**config.mk**
```make
export PLATFORM = sky130hd
export DESIGN_NAME = matrix_ls_responder_flat
export DESIGN_NICKNAME = d
export VERILOG_FILES = /design/src/rtl/matrix_ls_responder_if.sv /design/src/rtl/matrix_ls_responder.sv /design/src/flat_wrapper.sv
export SDC_FILE = /design/constraint.sdc
export NUM_CORES = 1
export LEC_CHECK = 0
export ABC_AREA = 1
export BUFFER_PORTS_ARGS = -buffer_cell sky130_fd_sc_hd__buf_4
export CELL_PAD_IN_SITES_DETAIL_PLACEMENT = 0
export CELL_PAD_IN_SITES_GLOBAL_PLACEMENT = 1
export CORE_AREA = 2 2 131 133
export DETAILED_ROUTE_END_ITERATION = 8
export DIE_AREA = 0 0 133 135
export PLACE_DENSITY = 0.83
export SLEW_MARGIN = 15
export SYNTH_ARGS = -nofsm -noshare
export SYNTH_HDL_FRONTEND = slang
export SYNTH_SLANG_ARGS = --single-unit
```
**constraint.sdc**
```tcl
create_clock -name CLK -period 3 [get_ports CLK]
set_input_delay 0.15 -clock CLK [delete_from_list [all_inputs] [get_ports CLK]]
set_output_delay 0.15 -clock CLK [all_outputs]
set_load 0.02 [all_outputs]
```
**src/rtl/matrix_ls_responder_if.sv**
```systemverilog
// -----------------------------------------------------------------------------
// matrix_ls_responder_if
// Groups the signals around the matrix load/store responder into one bundle:
//   request side : req_valid, req_ready, req_opcode, req_matrix, req_addr
//                  (+ req_stride when MLS_STRIDE_EN is defined)
//   memory side  : mem_ren, mem_wen, mem_addr, mem_wdata, mem_rdata, mem_ready
//   MRF side     : mrf_wen, mrf_sel, mrf_row, mrf_wdata, mrf_rdata
//   status       : mhit (transfer complete pulse), err (illegal opcode pulse)
// Modports:
//   slave  - the responder itself
//   master - the environment (requester, scratchpad, matrix register file)
// Optional feature macro: MLS_STRIDE_EN (adds req_stride).
// -----------------------------------------------------------------------------
`timescale 1ns/1ps
interface matrix_ls_responder_if;
    logic        req_valid;
    logic        req_ready;
    logic [1:0]  req_opcode;
    logic [3:0]  req_matrix;
    logic [31:0] req_addr;
`ifdef MLS_STRIDE_EN
    logic [31:0] req_stride;
`endif
    logic        mem_ren;
    logic        mem_wen;
    logic [31:0] mem_addr;
    logic [63:0] mem_wdata;
    logic [63:0] mem_rdata;
    logic        mem_ready;
    logic        mrf_wen;
    logic [3:0]  mrf_sel;
    logic [1:0]  mrf_row;
    logic [63:0] mrf_wdata;
    logic [63:0] mrf_rdata;
    logic        mhit;
    logic        err;

    modport slave (
`ifdef MLS_STRIDE_EN
        input  req_stride,
`endif
        input  req_valid, req_opcode, req_matrix, req_addr,
        input  mem_rdata, mem_ready, mrf_rdata,
        output req_ready,
        output mem_ren, mem_wen, mem_addr, mem_wdata,
        output mrf_wen, mrf_sel, mrf_row, mrf_wdata,
        output mhit, err
    );

    modport master (
`ifdef MLS_STRIDE_EN
        output req_stride,
`endif
        output req_valid, req_opcode, req_matrix, req_addr,
        output mem_rdata, mem_ready, mrf_rdata,
        input  req_ready,
        input  mem_ren, mem_wen, mem_addr, mem_wdata,
        input  mrf_wen, mrf_sel, mrf_row, mrf_wdata,
        input  mhit, err
    );
endinterface

```
**src/rtl/matrix_ls_responder.sv**
```systemverilog
// -----------------------------------------------------------------------------
// matrix_ls_responder
// Executes M_LOAD / M_STORE requests by moving the four 64-bit rows of one
// matrix register between the scratchpad and the matrix register file (MRF).
//   M_LOAD  (opcode 01): scratchpad row -> MRF row, one row per mem_ready.
//   M_STORE (opcode 10): MRF row -> scratchpad row, one row per mem_ready.
//   Other opcodes are rejected with a one-cycle err pulse.
// Ports:
//   CLK  - sole clock, rising edge
//   nRST - asynchronous active-low reset
//   bus  - matrix_ls_responder_if.slave (request, memory, MRF, status)
// Optional feature macro: MLS_STRIDE_EN
//   defined   : req_stride is latched per request, row address = base + row*stride
//   undefined : fixed row stride of 8 bytes
// -----------------------------------------------------------------------------
`timescale 1ns/1ps
module matrix_ls_responder (
    input  logic                  CLK,
    input  logic                  nRST,
    matrix_ls_responder_if.slave  bus
);
    typedef enum logic [1:0] {
        IDLE  = 2'd0,
        LOAD  = 2'd1,
        STORE = 2'd2,
        DONE  = 2'd3
    } state_t;

    localparam logic [1:0] OP_LOAD  = 2'b01;
    localparam logic [1:0] OP_STORE = 2'b10;

    state_t      state_reg;
    logic [1:0]  row_reg;
    logic [3:0]  matrix_reg;
    logic [31:0] addr_reg;     // address of the current row, not the base
    logic        err_reg;
    logic [31:0] row_stride;
    logic        active;

`ifdef MLS_STRIDE_EN
    logic [31:0] stride_reg;
    assign row_stride = stride_reg;
`else
    assign row_stride = 32'd8;
`endif

    assign active = (state_reg == LOAD) || (state_reg == STORE);

    // The opcode is kept implicitly: the state (LOAD/STORE) records which
    // operation was accepted. addr_reg advances by the stride on every
    // completed row, so it always equals base + row*stride (mod 2^32).
    always_ff @(posedge CLK or negedge nRST) begin
        if (!nRST) begin
            state_reg  <= IDLE;
            row_reg    <= 2'd0;
            matrix_reg <= 4'd0;
            addr_reg   <= 32'd0;
            err_reg    <= 1'b0;
`ifdef MLS_STRIDE_EN
            stride_reg <= 32'd0;
`endif
        end else begin
            err_reg <= 1'b0;
            case (state_reg)
                IDLE: begin
                    if (bus.req_valid) begin
                        matrix_reg <= bus.req_matrix;
                        addr_reg   <= bus.req_addr;
                        row_reg    <= 2'd0;
`ifdef MLS_STRIDE_EN
                        stride_reg <= bus.req_stride;
`endif
                        case (bus.req_opcode)
                            OP_LOAD:  state_reg <= LOAD;
                            OP_STORE: state_reg <= STORE;
                            default:  err_reg   <= 1'b1;
                        endcase
                    end
                end
                LOAD, STORE: begin
                    if (bus.mem_ready) begin
                        row_reg  <= row_reg + 2'd1;
                        addr_reg <= addr_reg + row_stride;
                        if (row_reg == 2'd3) begin
                            state_reg <= DONE;
                        end
                    end
                end
                DONE: state_reg <= IDLE;
                default: state_reg <= IDLE;
            endcase
        end
    end

    // Strobes decode straight from the state register. Address, select and
    // data outputs are forced to zero outside an active transfer so that an
    // asynchronous reset clears them immediately.
    assign bus.req_ready = (state_reg == IDLE);
    assign bus.mem_ren   = (state_reg == LOAD);
    assign bus.mem_wen   = (state_reg == STORE);
    assign bus.mem_addr  = active ? addr_reg : 32'd0;
    assign bus.mem_wdata = (state_reg == STORE) ? bus.mrf_rdata : 64'd0;
    assign bus.mrf_sel   = active ? matrix_reg : 4'd0;
    assign bus.mrf_row   = active ? row_reg : 2'd0;
    // The MRF write happens in the same cycle the scratchpad returns data.
    assign bus.mrf_wen   = (state_reg == LOAD) && bus.mem_ready;
    assign bus.mrf_wdata = (state_reg == LOAD) ? bus.mem_rdata : 64'd0;
    assign bus.mhit      = (state_reg == DONE);
    assign bus.err       = err_reg;
endmodule

```
**src/flat_wrapper.sv**
```systemverilog
// flat-port wrapper written by rule: the top's interface ports become plain ports
module matrix_ls_responder_flat 
  (CLK, nRST, bus_req_valid, bus_req_opcode, bus_req_matrix, bus_req_addr, bus_mem_rdata, bus_mem_ready, bus_mrf_rdata, bus_req_ready, bus_mem_ren, bus_mem_wen, bus_mem_addr, bus_mem_wdata, bus_mrf_wen, bus_mrf_sel, bus_mrf_row, bus_mrf_wdata, bus_mhit, bus_err);
  matrix_ls_responder_if bus_i ();
  input  logic CLK;
  input  logic nRST;
  input wire logic [$bits(bus_i.req_valid)-1:0] bus_req_valid;
  input wire logic [$bits(bus_i.req_opcode)-1:0] bus_req_opcode;
  input wire logic [$bits(bus_i.req_matrix)-1:0] bus_req_matrix;
  input wire logic [$bits(bus_i.req_addr)-1:0] bus_req_addr;
  input wire logic [$bits(bus_i.mem_rdata)-1:0] bus_mem_rdata;
  input wire logic [$bits(bus_i.mem_ready)-1:0] bus_mem_ready;
  input wire logic [$bits(bus_i.mrf_rdata)-1:0] bus_mrf_rdata;
  output wire logic [$bits(bus_i.req_ready)-1:0] bus_req_ready;
  output wire logic [$bits(bus_i.mem_ren)-1:0] bus_mem_ren;
  output wire logic [$bits(bus_i.mem_wen)-1:0] bus_mem_wen;
  output wire logic [$bits(bus_i.mem_addr)-1:0] bus_mem_addr;
  output wire logic [$bits(bus_i.mem_wdata)-1:0] bus_mem_wdata;
  output wire logic [$bits(bus_i.mrf_wen)-1:0] bus_mrf_wen;
  output wire logic [$bits(bus_i.mrf_sel)-1:0] bus_mrf_sel;
  output wire logic [$bits(bus_i.mrf_row)-1:0] bus_mrf_row;
  output wire logic [$bits(bus_i.mrf_wdata)-1:0] bus_mrf_wdata;
  output wire logic [$bits(bus_i.mhit)-1:0] bus_mhit;
  output wire logic [$bits(bus_i.err)-1:0] bus_err;
  assign bus_i.req_valid = bus_req_valid;
  assign bus_i.req_opcode = bus_req_opcode;
  assign bus_i.req_matrix = bus_req_matrix;
  assign bus_i.req_addr = bus_req_addr;
  assign bus_i.mem_rdata = bus_mem_rdata;
  assign bus_i.mem_ready = bus_mem_ready;
  assign bus_i.mrf_rdata = bus_mrf_rdata;
  assign bus_req_ready = bus_i.req_ready;
  assign bus_mem_ren = bus_i.mem_ren;
  assign bus_mem_wen = bus_i.mem_wen;
  assign bus_mem_addr = bus_i.mem_addr;
  assign bus_mem_wdata = bus_i.mem_wdata;
  assign bus_mrf_wen = bus_i.mrf_wen;
  assign bus_mrf_sel = bus_i.mrf_sel;
  assign bus_mrf_row = bus_i.mrf_row;
  assign bus_mrf_wdata = bus_i.mrf_wdata;
  assign bus_mhit = bus_i.mhit;
  assign bus_err = bus_i.err;
  matrix_ls_responder u_core (.CLK(CLK), .nRST(nRST), .bus(bus_i));
endmodule
```
Word level (Yosys, flattened, before mapping):

Cells that the tools add are included.

* bits in registers: 41
* output and inout bits: 172
* logic and storage cells: 45

* add/subtract/negate cells: 2
* equal/unequal tests: 10
* multiplexer cells: 19
* reductions and logical operators: 9

Operators with widths (number)
* 2-to-1 mux 64 bit: 2
* 2-to-1 mux 32 bit: 3
* one-hot mux 32 bit (2 select lines): 1
* adder 32 x 4 -> 32 bit, second input constant: 1
* 2-to-1 mux 2 bit: 6
* equality test 2 bit, second input constant: 4
* one-hot mux 2 bit (2 select lines): 2
* one-hot mux 2 bit (3 select lines): 1
* equality test 2 x 1 -> 1 bit, second input constant: 2
* 2-to-1 mux 4 bit: 1
* inequality test 2 bit, second input constant: 2
* AND reduction 4 bit: 1
* OR reduction 2 bit: 2
* 2-to-1 mux 1 bit: 3
* inequality test 3 x 1 -> 1 bit, second input constant: 1
* AND reduction 3 bit: 1
* adder 2 x 1 -> 2 bit, second input constant: 1
* zero test 2 bit: 1
* inequality test 2 x 1 -> 1 bit, second input constant: 1
* AND reduction 2 bit: 1
* nonzero test 2 bit: 1
* logical AND 1 bit: 1
* logical OR 1 bit: 1

Logic depth before layout (Yosys ltp):

* depth in word-level cells: 5
* mapped depth: 12

Worst setup path after synthesis:

No wires, ideal clock.

* path kind: reg2out
* from: register u_core.state_reg[1]
* to: output port bus_mrf_wdata[14]
* arrival: 1568 ps
* data required time: 2850 ps
* path slack: 1282 ps
* cell stages (with the launch flop): 7
* path buffers: 2
* cells stage by stage: dfrtp_1 inv_1 ha_1 clkbuf_1 buf_1 nand2_1 inv_1

* longest elaborated chain between the ends: 2

RTL lines
* from (decl): RTL line matrix_ls_responder.sv:32 `state_t state_reg;`
* from (signal assigned): RTL line matrix_ls_responder.sv:54 `state_reg <= IDLE;`
* from (signal assigned): RTL line matrix_ls_responder.sv:74 `OP_LOAD: state_reg <= LOAD;`
* from (signal assigned): RTL line matrix_ls_responder.sv:75 `OP_STORE: state_reg <= STORE;`
* equality test 2 x 1 -> 1 bit
* net bus_mem_ren: RTL line flat_wrapper.sv:15 `output wire logic [$bits(bus_i.mem_ren)-1:0] bus_mem_ren;`
* 2-to-1 mux 64 bit: RTL line matrix_ls_responder.sv:107 `assign bus.mrf_wdata = (state_reg == LOAD) ? bus.mem_rdata : 64'd0;`
* to (decl): RTL line flat_wrapper.sv:22 `output wire logic [$bits(bus_i.mrf_wdata)-1:0] bus_mrf_wdata;`

The timed path passes the listed nets, and every way through them passes these cells.

Worst setup path in the final report:

* from: register u_core.state_reg[0]
* to: output port bus_mem_addr[18]

* longest elaborated chain between the ends: 3

RTL lines
* equality test 2 x 1 -> 1 bit or equality test 2 bit (tied branches): RTL line matrix_ls_responder.sv:47 `assign active = (state_reg == LOAD) || (state_reg == STORE);`
* logical OR 1 bit *: RTL line matrix_ls_responder.sv:47
* 2-to-1 mux 32 bit *: RTL line matrix_ls_responder.sv:101 `assign bus.mem_addr = active ? addr_reg : 32'd0;`
* to (decl): RTL line flat_wrapper.sv:17 `output wire logic [$bits(bus_i.mem_addr)-1:0] bus_mem_addr;`

Every way passes the cells marked *; elsewhere a longest branch is shown, timed or not.

==> impl_metrics.csv <==
group,metric,value,unit
run_status,outcome,"finished, final reports clean",
critical_path,crit_required,2.85,ns
die,floorplan.initialDensity,24.9,%
timing,hold_slack,0.0875,ns
die,fp-row-count,47,
die,fp.coreArea,16400,sq um
cells_and_area,drive_above_1_share,35.9,%
cells_and_area,fin_cells,1308,
die,ios,342,
yosys,synth_edf_count,0,
critical_path,reg2reg_to,"u_core.addr_reg[1]",
timing,worst_pin_slew,0.780,ns
timing,clock.fmax,0.416,GHz
clocking,clk_latency,0.29,ns
yosys,synth-seq-cells,41,
critical_path,startpoint,"u_core.state_reg[0]",
clocking,cts-root-buf,"clkbuf_16",
power,p_leak,5.03,nW
cells_and_area,areaGrowthSynthToFinish,72.1,%
timing,skew,0.00465,ns
placement,portBuffers,341,
detailed_routing,routedWlPerCell,14.9,microns
clocking,cts_buffers,5,
detailed_routing,drtIter0Drc,280,
timing,finalCritPeriodShare,80.0,%
yosys,async_reset_ff_share,100,%
critical_path,r2r_start,"u_core.state_reg[0]",
clocking,clock_sinks,41,
timing,slew_viol_final,0,
detailed_routing,dr_total_vias,5314,
clocking,cts_tree,"built",
worst_hold_path,hold_class,"primary input to flop",
cells_and_area,largest_reg_flops,32,
die,die_area,18000,sq um
cells_and_area,fin_nets,1262,
timing,slew_headroom,48.0,%
detailed_routing,drcViolationCount,0,
critical_path,crit_slowest_cell,"ha_1",
placement,gp_congestion,0.882,
timing,rsz0062_at_grt,"false",
timing,min_period,2.40,ns
critical_path,worst_setup_path_end_kind,"output pin",
timing,hold_violations,0,
timing,setup_viol,0,
critical_path,cp_max_fo,19,
power,worst_ir_drop_vdd,0.420,mV
yosys,yosys_warnings,0,
yosys,syn_area,4090,sq um
yosys,syn_avg_cell_area,5.44,sq um
detailed_routing,dr.pass1.iters,4,
yosys,yosys_most_used_dff,"dfrtp_1",
grt,track_usage,20.7,%
critical_path,rrSetupSlack,0.73,ns
grt,antenna_found_initial,6,
critical_path,crit_end,"bus_mem_addr[18]",
critical_path,reg2reg_depth,6,
yosys,synthCells,752,
critical_path,cp_data_arrival_time,2.25,ns
clocking,cts.clk_slew.worst_paths,0.06,ns
critical_path,slowest_delay,0.76,ns
die,die_w,133,microns
critical_path,start_kind,"flop",
power,power.density,924,nW/um^2
grt,grt_pass1_vias,4829,
clocking,clk_path_buf_depth,2,
timing,tns,0,ns
yosys,syn_nets,931,
critical_path,crit_type,"flop to output pin",
yosys,seq_area_frac_synth,25.1,%
clocking,cts_resized,0,
critical_path,cp_cell_sequence,"inv_1, ha_1, buf_4, nand2_1, inv_1, buf_4",
yosys,yosysUniqueCellTypes,29,
cells_and_area,multiInputGateArea,2180,sq um
placement,place_hpwl,16500,microns
cells_and_area,fill_cells,1838,
grt,grt-ovfl-total,0,
grt,grt_pass1_wl,28500,microns
detailed_routing,ant_nets,0,
placement,place_inst,1295,
cells_and_area,seq_area,1030,sq um
flow_run,drv_cap,0,
die,die_y,135,microns
clocking,cts_max_level,2,
detailed_routing,wl,19500,microns
detailed_routing,viasPerCell,4.06,
grt,grt_max_degree,43,
worst max-delay path: cells and delay by family (launching register included):
kind,cells,cell delay [ns]
fa+ha+maj,1,0.76
buf+inv,4,0.71
flops,1,0.40
simple gates,1,0.07
synthesized netlist by cell type (all sizes together), types with 3 or more instances:
| library cell | n | area share, % |
|---|---|---|
| ha | 9 | 2.8 |
| nand2 | 354 | 33 |
| nand3b | 3 | 0.55 |
| nor3 | 3 | 0.37 |
| o21ai | 26 | 3.3 |
| a21oi | 15 | 1.8 |
| buf | 19 | 2.4 |
| mux2 | 7 | 1.9 |
| nand3 | 16 | 2.0 |
| dfrtp | 41 | 25 |
| clkbuf | 8 | 0.73 |
| inv | 202 | 19 |
| nor2 | 45 | 6.5 |
report_power, final:
group          switching [mW]  internal, mW  total [mW]
registers               0.302         0.829        1.13
logic                    3.01          1.80        4.81
clock network           0.244         0.332       0.575
what timing repair did:
action                                 in CTS  in global routing
buffers inserted                            0                  0
endpoints found under the hold margin      41                  0
hold buffers                                1                  0
kinds of logic (layout without fill, tap and decap cells):
family / Yosys count / count (layout) / share of synthesized area (%)
buffers and inverters: 229 / 561 / 21.7
adder cells (fa/ha/maj): 9 / 9 / 2.75
AO/OA/AOI/OAI: 43 / 43 / 5.44
AND/OR/NAND/NOR: 423 / 423 / 43.1
other: 0 / 4 / 0
multiplexers: 7 / 7 / 1.93
flip-flops: 41 / 41 / 25.1
placed cells by master, fill, tap and decap left out, types with 2 or more instances in the layout:
| cell | count |
|---|---|
| a21oi_1 | 15 |
| buf_4 | 350 |
| clkbuf_16 | 5 |
| dfrtp_1 | 41 |
| diode_2 | 4 |
| ha_1 | 7 |
| ha_2 | 2 |
| inv_1 | 200 |
| mux2_2 | 7 |
| nand2_1 | 348 |
| nand2_4 | 5 |
| nand3_1 | 16 |
| nand3b_1 | 3 |
| nor2_1 | 33 |
| nor2_2 | 4 |
| nor2_4 | 5 |
| nor2_8 | 3 |
| nor3_1 | 3 |
| o21ai_0 | 20 |
| o21ai_1 | 5 |
how the worst min path moves through the flow:
stage	start	to	slack, ns	depth (start not counted)
after floorplan	nRST	u_core.addr_reg[0]	-0.15	0
after global placement	nRST	u_core.addr_reg[25]	0.18	1
after detailed placement	nRST	u_core.addr_reg[25]	0.18	1
after CTS	bus_req_matrix[2]	u_core.matrix_reg[2]	0.08	2
after global routing	bus_req_matrix[3]	u_core.matrix_reg[3]	0.09	2
final	bus_req_addr[2]	u_core.addr_reg[2]	0.09	2
layout make-up:
type	instances	area share [%]
diodes	4	0.142
clock buffers	6	1.97
clock inverters	2	0.195
inverters	202	10.8
multi-input cells	482	31.0
flip-flops and latches	41	14.6
well taps	220	3.91
repair buffers	351	37.4
through the flow:
stage,power [mW],setup slack [ns],cell area [sq um],utilization [%]
floorplan,4.05,1.28,4090,-
finish,6.51,0.599,7050,42.9
global placement,5.95,0.807,6870,41.9
CTS,6.57,0.574,7040,42.9
detailed placement,5.98,0.691,6870,41.9
global route,7.07,0.474,7040,42.9
routing by layer:
layer	wire length, microns	share of wire (%)	global-route usage (%)	up-vias
met5	27	0.14	0	-
met4	395	2.0	6.03	4
met3	1700	8.8	6.31	23
met2	9200	47	34.4	189
met1	8120	42	25.9	2304
li1	-	-	-	2794
Note: power is estimated with default switching activity, not from simulation.
